<file path="src/rtl/cpu_control_sequencer.sv">
// cpu_control_sequencer: multi-cycle fetch/decode/exec/mem/wb control FSM for the 16-bit core.
// Optional performance counters are enabled with CTRL_PERF_CNT_EN.
module cpu_control_sequencer #(
    parameter int OP_W    = 4,
    parameter int STATE_W = 3
) (
    input  logic               clk,
    input  logic               rst_n,
    output logic               imem_req,
    input  logic               imem_ready,
    input  logic [15:0]        instr,
    output logic               dmem_req,
    output logic               dmem_we,
    input  logic               dmem_ready,
    input  logic               flag_z,
    input  logic               flag_n,
    output logic               ir_load,
    output logic               pc_inc,
    output logic               pc_load,
    output logic               alu_en,
    output logic               flag_we,
    output logic               reg_we,
    output logic               wb_sel,
    output logic               halted,
    output logic [STATE_W-1:0] state
`ifdef CTRL_PERF_CNT_EN
    ,
    output logic [15:0]        retired_cnt,
    output logic [15:0]        stall_cnt
`endif
);
    typedef enum logic [2:0] {
        FETCH  = 3'd0,
        DECODE = 3'd1,
        EXEC   = 3'd2,
        MEM    = 3'd3,
        WB     = 3'd4,
        HALT   = 3'd5
    } state_e;

    localparam logic [OP_W-1:0] OP_ALU_MAX = OP_W'(8);
    localparam logic [OP_W-1:0] OP_LOAD    = OP_W'(9);
    localparam logic [OP_W-1:0] OP_STORE   = OP_W'(10);
    localparam logic [OP_W-1:0] OP_B       = OP_W'(11);
    localparam logic [OP_W-1:0] OP_BEQ     = OP_W'(12);
    localparam logic [OP_W-1:0] OP_BNE     = OP_W'(13);
    localparam logic [OP_W-1:0] OP_BLT     = OP_W'(14);
    localparam logic [OP_W-1:0] OP_HALT    = OP_W'(15);

    state_e          state_q, state_d;
    logic [OP_W-1:0] op_q;
    logic            fen_q;
    logic            is_alu, is_mem, is_br, taken;
    logic            unused_bits;

    assign unused_bits = ^{instr[15-OP_W:2], instr[0]};
    assign is_alu = op_q <= OP_ALU_MAX;
    assign is_mem = (op_q == OP_LOAD) || (op_q == OP_STORE);
    assign is_br  = (op_q >= OP_B) && (op_q <= OP_BLT);
    assign taken  = (op_q == OP_B) || (op_q == OP_BEQ && flag_z) ||
                    (op_q == OP_BNE && !flag_z) || (op_q == OP_BLT && flag_n);

    // Gating with rst_n drops every request the instant reset asserts, without a clock edge.
    assign imem_req = rst_n && state_q == FETCH;
    assign ir_load  = imem_req && imem_ready;
    assign pc_inc   = ir_load;
    assign alu_en   = rst_n && state_q == EXEC && (is_alu || is_mem);
    assign flag_we  = rst_n && state_q == EXEC && is_alu && fen_q;
    assign pc_load  = rst_n && state_q == EXEC && is_br && taken;
    assign dmem_req = rst_n && state_q == MEM;
    assign dmem_we  = dmem_req && op_q == OP_STORE;
    assign reg_we   = rst_n && state_q == WB;
    assign wb_sel   = reg_we && op_q == OP_LOAD;
    assign halted   = rst_n && state_q == HALT;
    assign state    = STATE_W'(state_q);

    always_comb begin
        state_d = FETCH;
        case (state_q)
            FETCH:   state_d = imem_ready ? DECODE : FETCH;
            DECODE:  state_d = EXEC;
            EXEC:    state_d = is_alu ? WB : is_mem ? MEM : op_q == OP_HALT ? HALT : FETCH;
            MEM:     state_d = !dmem_ready ? MEM : op_q == OP_STORE ? FETCH : WB;
            WB:      state_d = FETCH;
            HALT:    state_d = HALT;
            default: state_d = FETCH;
        endcase
    end

    always_ff @(posedge clk or negedge rst_n) begin
        if (!rst_n) begin
            state_q <= FETCH;
            op_q    <= '0;
            fen_q   <= 1'b0;
        end else begin
            state_q <= state_d;
            if (ir_load) begin
                op_q  <= instr[15:16-OP_W];
                fen_q <= instr[1];
            end
        end
    end

`ifdef CTRL_PERF_CNT_EN
    logic [15:0] retired_q, stall_q;
    logic        retire, stall;

    assign retire = (state_d == FETCH && (state_q == EXEC || state_q == MEM || state_q == WB)) ||
                    (state_d == HALT && state_q == EXEC);
    assign stall  = (state_q == FETCH && !imem_ready) || (state_q == MEM && !dmem_ready);
    assign retired_cnt = retired_q;
    assign stall_cnt   = stall_q;

    always_ff @(posedge clk or negedge rst_n) begin
        if (!rst_n) begin
            retired_q <= '0;
            stall_q   <= '0;
        end else begin
            retired_q <= retired_q + 16'(retire);
            stall_q   <= stall_q + 16'(stall);
        end
    end
`endif
endmodule

</file>
<file path="config.mk">
export PLATFORM = sky130hd
export DESIGN_NAME = cpu_control_sequencer
export DESIGN_NICKNAME = d
export VERILOG_FILES = /design/src/rtl/cpu_control_sequencer.sv
export SDC_FILE = /design/constraint.sdc
export NUM_CORES = 1
export LEC_CHECK = 0
export BUFFER_PORTS_ARGS = -buffer_cell sky130_fd_sc_hd__buf_2
export CORE_AREA = 2 2 45 47
export DETAILED_ROUTE_END_ITERATION = 6
export DIE_AREA = 0 0 47 49
export GPL_TIMING_DRIVEN = 0
export PLACE_DENSITY_LB_ADDON = 0.25
export SLEW_MARGIN = 15
export SYNTH_ARGS = -nofsm -noshare
export SYNTH_HDL_FRONTEND = slang
export SYNTH_SLANG_ARGS = --single-unit
</file>
<file path="constraint.sdc">
create_clock -name clk -period 1.16 [get_ports clk]
set_input_delay 0.174 -clock clk [delete_from_list [all_inputs] [get_ports clk]]
set_output_delay 0.174 -clock clk [all_outputs]
set_load 0.02 [all_outputs]
</file>
==> flow_summary_export.csv <==
group,metric,value,unit
die,fp.dieW,47,µm
route,wl_per_cell,13.1,µm
flow_run,drv_cap,0,
worst_setup_path,r2r_setup_slack,-430,ps
worst_setup_path,cpPeakStageDelay,410,ps
final_layout,final_nets,133,
clock_tree,cts-buffers-inserted,3,
sta,max_freq,574,MHz
worst_setup_path,arrival,1570,ps
global_route,grt_first_pass_wirelength,2830,µm
final_layout,fillCellCount,155,
global_route,overflow,0,
clock_tree,htreeDepth,1,
clock_tree,cts_root_buffer,"clkbuf_4",
route,ant_nets,0,
route,firstDrtPassIters,3,
global_route,track_usage,0.169,
outcome,violations,"setup timing",
worst_setup_path,cp-start-kind,"flip-flop",
die,ios,36,
worst_setup_path,crit_family,"flip-flops",
route,drc_errors,0,
logic_synthesis,synthDistinctLibCells,33,
worst_setup_path,path_cells,"buf_6 > and4bb_2 > nand2_1 > a311oi_4 > buf_6",
final_layout,layout-drive-gt1-share,0.745,
worst_setup_path,r2r_cells,8,
min_path,min_to,"op_q[3]",
route,vias,660,
sta,rsz0062_at_grt,"yes",
final_layout,area.growth.synth_to_final,92.1,%
die,initial_core_util,0.353,
final_layout,design_area,0.00125,mm²
worst_setup_path,cpMostUsedCell,"buf_6",
final_layout,fin_cells,137,
final_layout,multi_input_area,539,µm²
clock_tree,clkTransAtPathRegs,50,ps
placed_design,dpl_cell_area,895,µm²
route,via_per_inst,4.82,
worst_setup_path,r2r_start,"state[2]",
logic_synthesis,yosys_warnings,0,
sta,setup_violations,20,
worst_setup_path,worstSetupPathType,"reg -> out",
logic_synthesis,syn_inst,63,
sta,hold_violations,0,
placed_design,gp_congestion,0.759,
global_route,grt_pass1_vias,620,
clock_tree,clk_path_buf_depth,2,
die,fp.coreArea,0.00184,mm²
logic_synthesis,postSynthAreaPerCell,10.3,µm²
worst_setup_path,critPathSlowestCell,"dfrtp_2",
power_and_ir_drop,total_power,3.31,mW
worst_setup_path,worst-path-buf-inv,2,
placed_design,pre_cts_ws,-411,ps
sta,final.min_clock_period,1740,ps
sta,fin_crit_sh,1.50,
final_layout,ff_latch_area,205,µm²
min_path,hold_class,"in -> reg",
sta,max-slew-margin-rel,0.762,
final_layout,fin_util,0.677,
power_and_ir_drop,ir_worst_vdd,1.38,mV
clock_tree,worstSkewPairLatency,260,ps
worst_setup_path,end_kind,"primary output",
route,drt_iter0_drc,2,
die,dieHeight,49,µm
clock_tree,cts.sinks,8,
placed_design,io_buffer_count,24,
clock_tree,cts_tree,"built",
logic_synthesis,syn_area,649,µm²
die,rows,16,
logic_synthesis,ys_seq_elements,8,
placed_design,dp.cells,114,
power_and_ir_drop,leakagePower,0.593,nW
sta,drv_slew,0,
worst_setup_path,reg2reg_to,"state[1]",
outcome,status,"finished with violations",
global_route,grt_max_degree,11,
die,dieArea,0.00230,mm²
logic_synthesis,synth.net_count,85,
sta,setup_ws,-582,ps
worst_setup_path,crit_path_start,"state[2]",
sta,clock_skew,1.76,ps
route,drt-total-wl,1790,µm
min_path,min_from,"instr[15]",
worst_setup_path,crit_fanout,2,
min_path,min_path_cells,2,
final_layout,antennaDiodeCount,0,
sta,worst_slew_pin_slew,355,ps
power_and_ir_drop,power_density,2650,mW/mm²
global_route,antenna_found_initial,0,
logic_synthesis,yosysSeqAreaShare,0.308,
worst_setup_path,cp_data_required_time,990,ps
worst_setup_path,worst-path-stages,5,
-- per-layer routing --
metal | vias to the layer above | GRT usage | part of all wire
li1 | 324 | - | -
met1 | 314 | 0.212 | 0.44
met2 | 20 | 0.276 | 0.50
met3 | 2 | 0.0593 | 0.058
met4 | 0 | 0.0278 | 0.0056
met5 | - | 0 | 0
-- worst max-delay path by stage --
stage | end | slack [ps]
floorplan | wb_sel | -370
global placement | pc_load | -400
detailed placement | pc_load | -410
CTS | pc_load | -570
global route | pc_load | -630
finish | pc_load | -580
-- state kept, by name (all words and copies together), names as in the netlist --
register / cells
op_q: 4
fen_q: 1
state: 3
-- kinds of logic (layout without fill, tap and decap cells) --
family,Yosys count,after routing,share of synthesized area
buf+inv,8,55,0.0751
compound gates,9,9,0.102
flops,8,8,0.308
xor+xnor,3,3,0.0405
simple gates,29,29,0.343
mux,6,6,0.131
-- cell usage after synthesis --
cell,n,area [µm²]
a311oi_1,1,8.76
mux2i_1,1,10.0
and2_1,1,6.26
nor4b_2,1,15.0
xor2_1,3,26.3
nor3b_2,1,12.5
nor3b_4,1,18.8
nor2_1,1,3.75
or3b_1,1,8.76
buf_4,2,15.0
nand4_1,1,6.26
nor3b_1,2,15.0
nand3_1,1,5.00
inv_1,2,7.51
nand4bb_1,1,11.3
dfrtp_1,8,200
and3_1,1,6.26
o31ai_1,2,15.0
nand2_1,5,18.8
and4bb_1,1,12.5
o211a_1,1,10.0
buf_6,1,11.3
or2_2,1,6.26
nor2b_1,2,12.5
nand3b_4,1,20.0
buf_2,3,15.0
o21a_1,1,7.51
a21oi_1,3,15.0
mux2_4,5,75.1
nand3b_1,2,15.0
nor3_1,2,10.0
nand2b_1,3,18.8
a311o_1,1,10.0
-- cell type report --
cell class,count,area share
plain buffers,5,0.0391
clock buffers,4,0.0211
inverters,2,0.00802
multi-input cells,47,0.432
flip-flops and latches,8,0.164
well taps,27,0.0271
repair buffers,44,0.308
-- through the flow --
| step | hold WS, ps | TNS [ps] |
|---|---|---|
| floorplan | -122 | -3110 |
| global placement | 45.2 | -3480 |
| detailed placement | 45.6 | -3700 |
| CTS | 141 | -6330 |
| global route | 134 | -8920 |
| finish | 146 | -7900 |
-- cell usage in the layout (no fill, tap or decap), types with 4 or more instances in the layout --
master	Yosys	layout
buf_6	1	22
buf_4	2	14
buf_2	3	11
mux2_4	5	5
nand2_1	5	4
dfrtp_1	8	4
dfrtp_2	0	4
-- power breakdown --
group | switching, mW | internal (mW)
Clock | 0.0983 | 0.132
Sequential | 0.152 | 0.436
Combinational | 1.12 | 1.37
-- worst register-to-register path: stages, from the launching register on --
cell and delay, ps:
dfrtp_2 410, buf_6 120, buf_4 120, buf_8 120, buf_6 110, buf_6 110
nor3b_4 210, nand2_1 90, o31ai_2 220
-- repair_timing --
item / CTS / global route
setup endpoints to repair: 19 / 21
pin swaps: 2 / 5
hold buffers: 1 / 0
buffers inserted: 11 / 9
gates resized for setup: 36 / 17
endpoints found under the hold margin: 8 / 0
Power figures use the tool's default switching activity.
